[src/rtl/uart_frame_decoder.sv]
// Parses UART Rx bytes framed as SOF, LEN, CMD, payload, EOF and drives the
// matrix-vector engine's dimension, start/resend controls and load strobes.
module uart_frame_decoder #(
  parameter logic [7:0] SOF     = 8'hFE,
  parameter logic [7:0] EOF     = 8'hEF,
  parameter int         N_MAX   = 15,
  parameter int         TIMEOUT = 1000
) (
  input  logic       clk,
  input  logic       rst,
  input  logic       Rx_flag,
  input  logic [7:0] Rx_data,
  output logic       push_mat,
  output logic       push_vec,
  output logic [7:0] push_data,
  output logic [4:0] N_out,
  output logic       start_pulse,
  output logic       resend_pulse,
  output logic       frame_ok,
  output logic       frame_err,
  output logic       busy
);

  localparam logic [2:0] S_IDLE    = 3'd0;
  localparam logic [2:0] S_LEN     = 3'd1;
  localparam logic [2:0] S_CMD     = 3'd2;
  localparam logic [2:0] S_PAYLOAD = 3'd3;
  localparam logic [2:0] S_EOFW    = 3'd4;

  localparam logic [7:0] C_SETN   = 8'h01;
  localparam logic [7:0] C_RESEND = 8'h02;
  localparam logic [7:0] C_START  = 8'h03;
  localparam logic [7:0] C_LOAD   = 8'h04;

  localparam logic [7:0]  N_MAX_B = 8'(N_MAX);
  localparam bit          TO_EN   = (TIMEOUT > 0);
  localparam logic [10:0] TO_LAST = (TIMEOUT > 0) ? 11'(TIMEOUT - 1) : 11'd0;

  logic [2:0]  r_state;
  logic        r_flagPrev;
  logic [7:0]  r_count;
  logic [7:0]  r_cmd;
  logic        r_toVec;
  logic [4:0]  r_shadowN;
  logic [10:0] r_timer;

  logic        w_accept;
  logic [7:0]  w_nSq;
  logic [7:0]  w_payLen;
  logic        w_timeout;

  assign w_accept  = Rx_flag & ~r_flagPrev;
  assign w_nSq     = {3'b000, N_out} * {3'b000, N_out};
  assign w_payLen  = r_count - 8'd2;
  // Timer holds the number of idle cycles since the last accepted byte.
  assign w_timeout = TO_EN && (r_state != S_IDLE) && !w_accept && (r_timer == TO_LAST);
  assign busy      = (r_state != S_IDLE);

  always_ff @(posedge clk or negedge rst) begin
    if (!rst) begin
      r_state      <= S_IDLE;
      r_flagPrev   <= 1'b0;
      r_count      <= 8'd0;
      r_cmd        <= 8'd0;
      r_toVec      <= 1'b0;
      r_shadowN    <= 5'd0;
      r_timer      <= 11'd0;
      push_mat     <= 1'b0;
      push_vec     <= 1'b0;
      push_data    <= 8'd0;
      N_out        <= 5'd0;
      start_pulse  <= 1'b0;
      resend_pulse <= 1'b0;
      frame_ok     <= 1'b0;
      frame_err    <= 1'b0;
    end else begin
      r_flagPrev   <= Rx_flag;
      push_mat     <= 1'b0;
      push_vec     <= 1'b0;
      start_pulse  <= 1'b0;
      resend_pulse <= 1'b0;
      frame_ok     <= 1'b0;
      frame_err    <= 1'b0;

      if (r_state == S_IDLE || w_accept) begin
        r_timer <= 11'd0;
      end else if (r_timer != 11'h7FF) begin
        r_timer <= r_timer + 11'd1;
      end

      if (w_timeout) begin
        frame_err <= 1'b1;
        r_state   <= S_IDLE;
      end else if (w_accept) begin
        case (r_state)
          S_IDLE: begin
            if (Rx_data == SOF) r_state <= S_LEN;
          end
          S_LEN: begin
            if (Rx_data < 8'd2) begin
              frame_err <= 1'b1;
              r_state   <= S_IDLE;
            end else begin
              r_count <= Rx_data;
              r_state <= S_CMD;
            end
          end
          S_CMD: begin
            r_cmd   <= Rx_data;
            r_count <= r_count - 8'd1;
            case (Rx_data)
              C_SETN: begin
                if (r_count == 8'd3) r_state <= S_PAYLOAD;
                else begin
                  frame_err <= 1'b1;
                  r_state   <= S_IDLE;
                end
              end
              C_RESEND, C_START: begin
                if (r_count == 8'd2) r_state <= S_EOFW;
                else begin
                  frame_err <= 1'b1;
                  r_state   <= S_IDLE;
                end
              end
              C_LOAD: begin
                // Matrix length takes priority if N*N and N ever coincide.
                if (N_out != 5'd0 && w_payLen == w_nSq) begin
                  r_toVec <= 1'b0;
                  r_state <= S_PAYLOAD;
                end else if (N_out != 5'd0 && w_payLen == {3'b000, N_out}) begin
                  r_toVec <= 1'b1;
                  r_state <= S_PAYLOAD;
                end else begin
                  frame_err <= 1'b1;
                  r_state   <= S_IDLE;
                end
              end
              default: begin
                frame_err <= 1'b1;
                r_state   <= S_IDLE;
              end
            endcase
          end
          S_PAYLOAD: begin
            r_count <= r_count - 8'd1;
            if (r_count == 8'd2) r_state <= S_EOFW;
            if (r_cmd == C_SETN) begin
              if (Rx_data < 8'd2 || Rx_data > N_MAX_B) begin
                frame_err <= 1'b1;
                r_state   <= S_IDLE;
              end else begin
                r_shadowN <= Rx_data[4:0];
              end
            end else begin
              push_data <= Rx_data;
              push_vec  <= r_toVec;
              push_mat  <= ~r_toVec;
            end
          end
          S_EOFW: begin
            r_state <= S_IDLE;
            if (Rx_data == EOF) begin
              frame_ok <= 1'b1;
              case (r_cmd)
                C_SETN:   N_out        <= r_shadowN;
                C_START:  start_pulse  <= 1'b1;
                C_RESEND: resend_pulse <= 1'b1;
                default:  ;
              endcase
            end else begin
              frame_err <= 1'b1;
            end
          end
          default: r_state <= S_IDLE;
        endcase
      end
    end
  end

endmodule

[config.mk]
export PLATFORM = sky130hd
export DESIGN_NAME = uart_frame_decoder
export DESIGN_NICKNAME = d
export VERILOG_FILES = /design/src/rtl/uart_frame_decoder.sv
export SDC_FILE = /design/constraint.sdc
export NUM_CORES = 1
export LEC_CHECK = 0
export CAP_MARGIN = 40
export CELL_PAD_IN_SITES_DETAIL_PLACEMENT = 0
export CELL_PAD_IN_SITES_GLOBAL_PLACEMENT = 2
export CORE_MARGIN = 4
export CORE_UTILIZATION = 38
export CTS_BUF_LIST = sky130_fd_sc_hd__clkbuf_8
export DETAILED_ROUTE_END_ITERATION = 6
export GPL_ROUTABILITY_DRIVEN = 0
export MAX_ROUTING_LAYER = met4
export PLACE_DENSITY = 0.92
export RECOVER_POWER = 50
export SYNTH_ARGS = -nofsm -noshare
export SYNTH_HDL_FRONTEND = slang
export SYNTH_SLANG_ARGS = --single-unit
[constraint.sdc]
create_clock -name clk -period 5 [get_ports clk]
set_clock_uncertainty 0.15 [all_clocks]
set_input_delay 0.75 -clock clk [delete_from_list [all_inputs] [get_ports clk]]
set_output_delay 0.75 -clock clk [all_outputs]
set_load 0.01 [all_outputs]
Yosys cells after proc, flatten, opt, wreduce, memory -nomap -nowiden
Index checks and enable logic that the tools add are counted.
Storage, ports and cells
  bits of input ports: 11
  register bits after elaboration: 56
  output and inout port bits: 20
  logic and storage cells: 124
Cells by class
  reduce and logical (&&, ||, !) cells: 23
  $lt $le $gt $ge: 2
  multiplexer cells: 53
  add/sub/neg operators: 3
  equal/unequal tests: 21
  multiply operators: 1
  bitwise gates (word level): 6
Operators by type and width (number)
  $eq 8x2->1 const B: 6
  $mux 1: 34
  $mux 11: 2
  $mux 3: 7
  $eq 8x1->1 const B: 2
  $eq 8x8->1 const B: 2
  $pmux 8 s2: 1
  $reduce_and 5->1: 3
  $pmux 3 s4: 1
  $add 11x1->11 const B: 1
  $eq 11x10->1 const B: 1
  $ne 11x11->1 const B: 1
  $pmux 3 s3: 1
  $eq 8x3->1 const B: 1
  $eq 8x5->1: 1
  $eq 8x8->1: 1
  $gt 8x4->1 const B: 1
  $lt 8x2->1 const B: 1
  $mul 5x5->8: 1
  $mux 2: 4
  $mux 8: 1
  $reduce_and 4->1: 2
  $reduce_bool 2->1: 4
  $sub 8x1->8 const B: 1
  other kinds (19): 29

Logic depth before layout (Yosys ltp)
  word-level depth: 9
  gate-level depth with buffers: 15
  depth with buffers taken out: 14

Worst setup path before layout
OpenSTA, ideal clock, no wires.
  path kind: reg2reg
  from: reg N_out[3]
  to: reg r_state[1]
  slack: 0.953 ns
  clock period less this slack: 4.047 ns
  buffers on the path: 1
  data arrival time: 3.768 ns
  setup time: 0.129 ns
  required time: 4.721 ns
  cell stages (with the launch flop): 16
  path through: dfrtp_1 -> clkbuf_1 -> nand2_1 -> fa_1 -> inv_1 -> fa_1 -> ha_1 -> a31o_2 -> ha_1 -> nand2_1 -> o21ai_0 -> xnor3_1 -> xnor2_1 -> and4_1 -> nor3_1 -> a211oi_2
On the way
  cells in the longest elaborated chain, start to end: 8
  elaborated cells between the ends (all ways): 12
  those cells by class: mul (1); eq/ne (2); mux (6); reduce/logical (3)
RTL lines
  from (decl): RTL line 16  | output logic [4:0] N_out,
  from (signal assigned): RTL line 166  | C_SETN: N_out <= r_shadowN;
  $mul 5x5->8, or another cell as far along: RTL line 53  | assign w_nSq = {3'b000, N_out} * {3'b000, N_out};
  $eq 8x8->1 or $logic_and 1x1->1 (tied branches): RTL line 128, 131
  $logic_and 1x1->1 or $mux 2 (tied branches): RTL line 128, 131
  $mux 2 (*): RTL line 128  | if (N_out != 5'd0 && w_payLen == w_nSq) begin
  $pmux 3 s3 (*): RTL line 111  | case (Rx_data)
  $pmux 3 s4 (*): RTL line 95  | case (r_state)
  $mux 3 (*): RTL line 94  | end else if (w_accept) begin
  $mux 3 (*): RTL line 91  | if (w_timeout) begin
  to (signal assigned): RTL line 93  | r_state <= S_IDLE;
  to (signal assigned): RTL line 97  | if (Rx_data == SOF) r_state <= S_LEN;
  to (signal assigned): RTL line 113  | if (r_count == 8'd3) r_state <= S_PAYLOAD;
  to (decl): RTL line 39  | logic [2:0] r_state;
Mark *: on every way between the ends. The rest lies on a longest branch, timed or not. The select of a mux whose other input is x is not followed.
A chain may end at the register's enable or synchronous reset.

Final worst setup path
  from: reg N_out[1]
  to: reg r_state[1]
The elaborated chain is that of the path after synthesis.

==> metrics.yaml <==
worst_setup_path:
  path_cells: "nand2_1, fa_1, inv_1, fa_1, ha_1, a31o_2, ha_1, nand2_1, o21ai_0, xnor3_1, xnor2_1, and4_1, nor3_1, a211oi_2"
  cp_max_fo: 11
  startpoint_type: "flop"
  cp-startpoint: "N_out[1]"
  path_class: "reg -> reg"
  crit_path_end_kind: "flop"
  reg2reg_to: "r_state[1]"
  worstSetupEndpoint: "r_state[1]"
  critPathMaxStageDelay_ns: 0.55
  worstReg2RegStart: "N_out[1]"
  r2r_setup_slack_ns: 0.85
  r2r_cells: 14
  required_ns: 5.08
  crit_path_top_delay_cell: "dfrtp_1"
  worst_ep_arrival_time_ns: 4.23
synthesis:
  yosysMostFrequentCell: "dfrtp_1"
  synth_fp_nets: 384
  synthXorXnorAreaFrac: 0.07254
  synth_seq_cells: 56
  async_flop_share: 1.000
  synth_compound_area_frac: 0.1386
  synth_area_leaders: "dfrtp_1, mux2_2, ha_1, xnor2_1, nand2_1"
  syn_area_mm2: 0.003450
  synth.distinct_cells: 61
  synth.mux.area_fraction: 0.08125
  synth-edff-count: 0
  synthTopCellsByCount: "dfrtp_1, nand2_1, nor2_1"
  synthCells: 358
  synthFlopType: "dfrtp_1"
  yosys_warnings: 0
  synthSimpleGateAreaFrac: 0.2071
  yosysTopAreaCellShare: 0.4062
  ys_seq_area_frac: 0.4062
  yosysTopAreaCell: "dfrtp_1"
  avgSynthCellArea_um2: 9.636
  synth-adder-area-share: 0.05876
  synth_top_family_by_area: "simple AND/OR/NAND/NOR gates"
placed_design:
  dpl_cell_area_mm2: 0.003821
  dp_hpwl_um: 5913
  numPortBuffers: 30
floorplan:
  die_w_um: 103.3
  ioPinCount: 31
  chipHeight_um: 103.3
  die_area_mm2: 0.01067
  fp-row-count: 34
  initial_core_util: 0.3936
  core_area_mm2: 0.008763
finish:
  fin_area_mm2: 0.003911
  area.growth.synth_to_final_pct: 13.38
  fill_cells: 877
  drive_gt1_frac: 0.1312
  multiInputGateArea_mm2: 0.001926
  seq_area_mm2: 0.001401
  final_net_count: 406
  n_antenna_cell: 0
  final_util: 0.4463
run_status:
  violations: "capacitance limit, slew limit"
  status: "finished, violations left"
cts:
  post_cts_resize_count: 0
  postCtsHoldBufs: 0
  worstSkewPairLatency_ns: 0.31
  numCtsBuffers: 5
  clkSlewWorstSetupHoldPaths_ns: 0.12
  clock_path_buffers: 2
  cts_tree: "done"
  clock_sinks: 56
  cts_root_buffer: "clkbuf_8"
  cts_htree_levels: 2
  postCtsSetupBuffers: 0
power:
  ir_worst_vdd_mv: 0.1189
  leakagePower_uw: 0.001683
  power_uw: 983.5
  power_per_cell_area_mw_per_mm2: 251.4
detailed_routing:
  drt_iter0_markers: 155
  vias: 2737
  drc: 0
  via_per_inst: 5.597
  dr.pass1.iters: 4
  wl_um: 8108
  ant_nets: 0
  wl_per_cell_um: 16.58
global_route:
  grt.overflow.total: 0
  antenna_found_initial: 0
  grt_pass1_vias: 2678
  gr-usage-all-layers: 0.1691
  grt_start_max_net_pins: 57
  grt_pass1_wl_um: 13630
timing:
  fmax_mhz: 240.9
  drv_slew: 57
  relSlewSlack: -1.076
  period_share: 0.8304
  final_hold_viol_count: 0
  period_needed_ns: 4.152
  tightestPinTransition_ns: 3.114
  whs_ns: 0.3230
  rsz0062_at_grt: "false"
  finalSetupViolations: 0
  setup_tns_ns: 0
worst_hold_path:
  worstHoldPathType: "reg -> reg"
flow_run:
  cap_violations: 1
-- cell families (layout without fill, tap and decap cells) --
family,count (synthesis),after routing
compound gates,67,67
mux,25,25
buf+inv,29,52
xor+xnor,27,27
simple gates,139,139
fa+ha+maj,15,15
flops,56,56
-- flip-flops by register name, indices dropped and copies added (netlist names), 3 cells and up --
signal	cells
r_count	8
r_timer	11
r_shadowN	5
r_cmd	8
push_data	8
r_state	3
N_out	5
-- cells in the final DEF (no fill, tap or decap), drive strengths merged, types with 4 or more instances in the layout --
cell type / count
or3: 5
and2: 6
nand2: 37
inv: 13
a31oi: 8
nor2b: 11
and3: 4
ha: 13
nand3: 11
dfrtp: 56
nor2: 33
mux2: 24
nand4: 5
xnor2: 18
o21ai: 13
a21oi: 17
xor2: 8
nor3: 11
clkbuf: 6
clkdlybuf4s50: 26
-- layer usage --
layer,global-route usage,vias up,part of all wire
met5,-,-,0
met4,0.04382,0,0.013
met3,0.02482,8,0.040
met2,0.2546,61,0.45
met1,0.2398,1348,0.49
li1,-,1320,-
-- per-stage QoR --
| step | worst slack (ns) | instances |
|---|---|---|
| finish | 0.8481 | 489 |
| floorplan | 0.9527 | 358 |
| detailed placement | 0.8831 | 481 |
| CTS | 0.8413 | 489 |
| global route | 0.6296 | 489 |
| global placement | 0.9518 | 479 |
-- how the worst min path moves through the flow --
stage,cells past startpoint,start,end
after global routing,1,r_toVec,push_mat
after global placement,1,r_toVec,push_mat
final,1,r_toVec,push_mat
after detailed placement,1,r_toVec,push_mat
after CTS,1,r_toVec,push_mat
after floorplan,1,r_toVec,push_mat
-- worst max-delay path: cells and delay by family (launching register included) --
kind / cells / cell delay, ns
buffers and inverters: 1 / 0.05
adder cells (fa/ha/maj): 4 / 1.56
XOR/XNOR: 2 / 0.52
flip-flops: 1 / 0.55
AND/OR/NAND/NOR: 4 / 0.58
AO/OA/AOI/OAI: 3 / 0.64
-- area by class of cell --
cell class / instances / share of cell area
clock buffer: 5 / 0.01759
clock inverter: 3 / 0.006398
inverter: 11 / 0.01056
multi-input combinational: 273 / 0.4923
sequential: 56 / 0.3583
tap: 108 / 0.03455
timing repair buffer: 33 / 0.08029
-- power by group --
group	internal, uW	switching, uW	leakage (uW)
Combinational	86.5	111	0.000879
Clock	103	165	0.0000452
Sequential	474	44.2	0.000759
Total	663	320	0.00168
No activity file was read; power rests on OpenSTA's default activity.
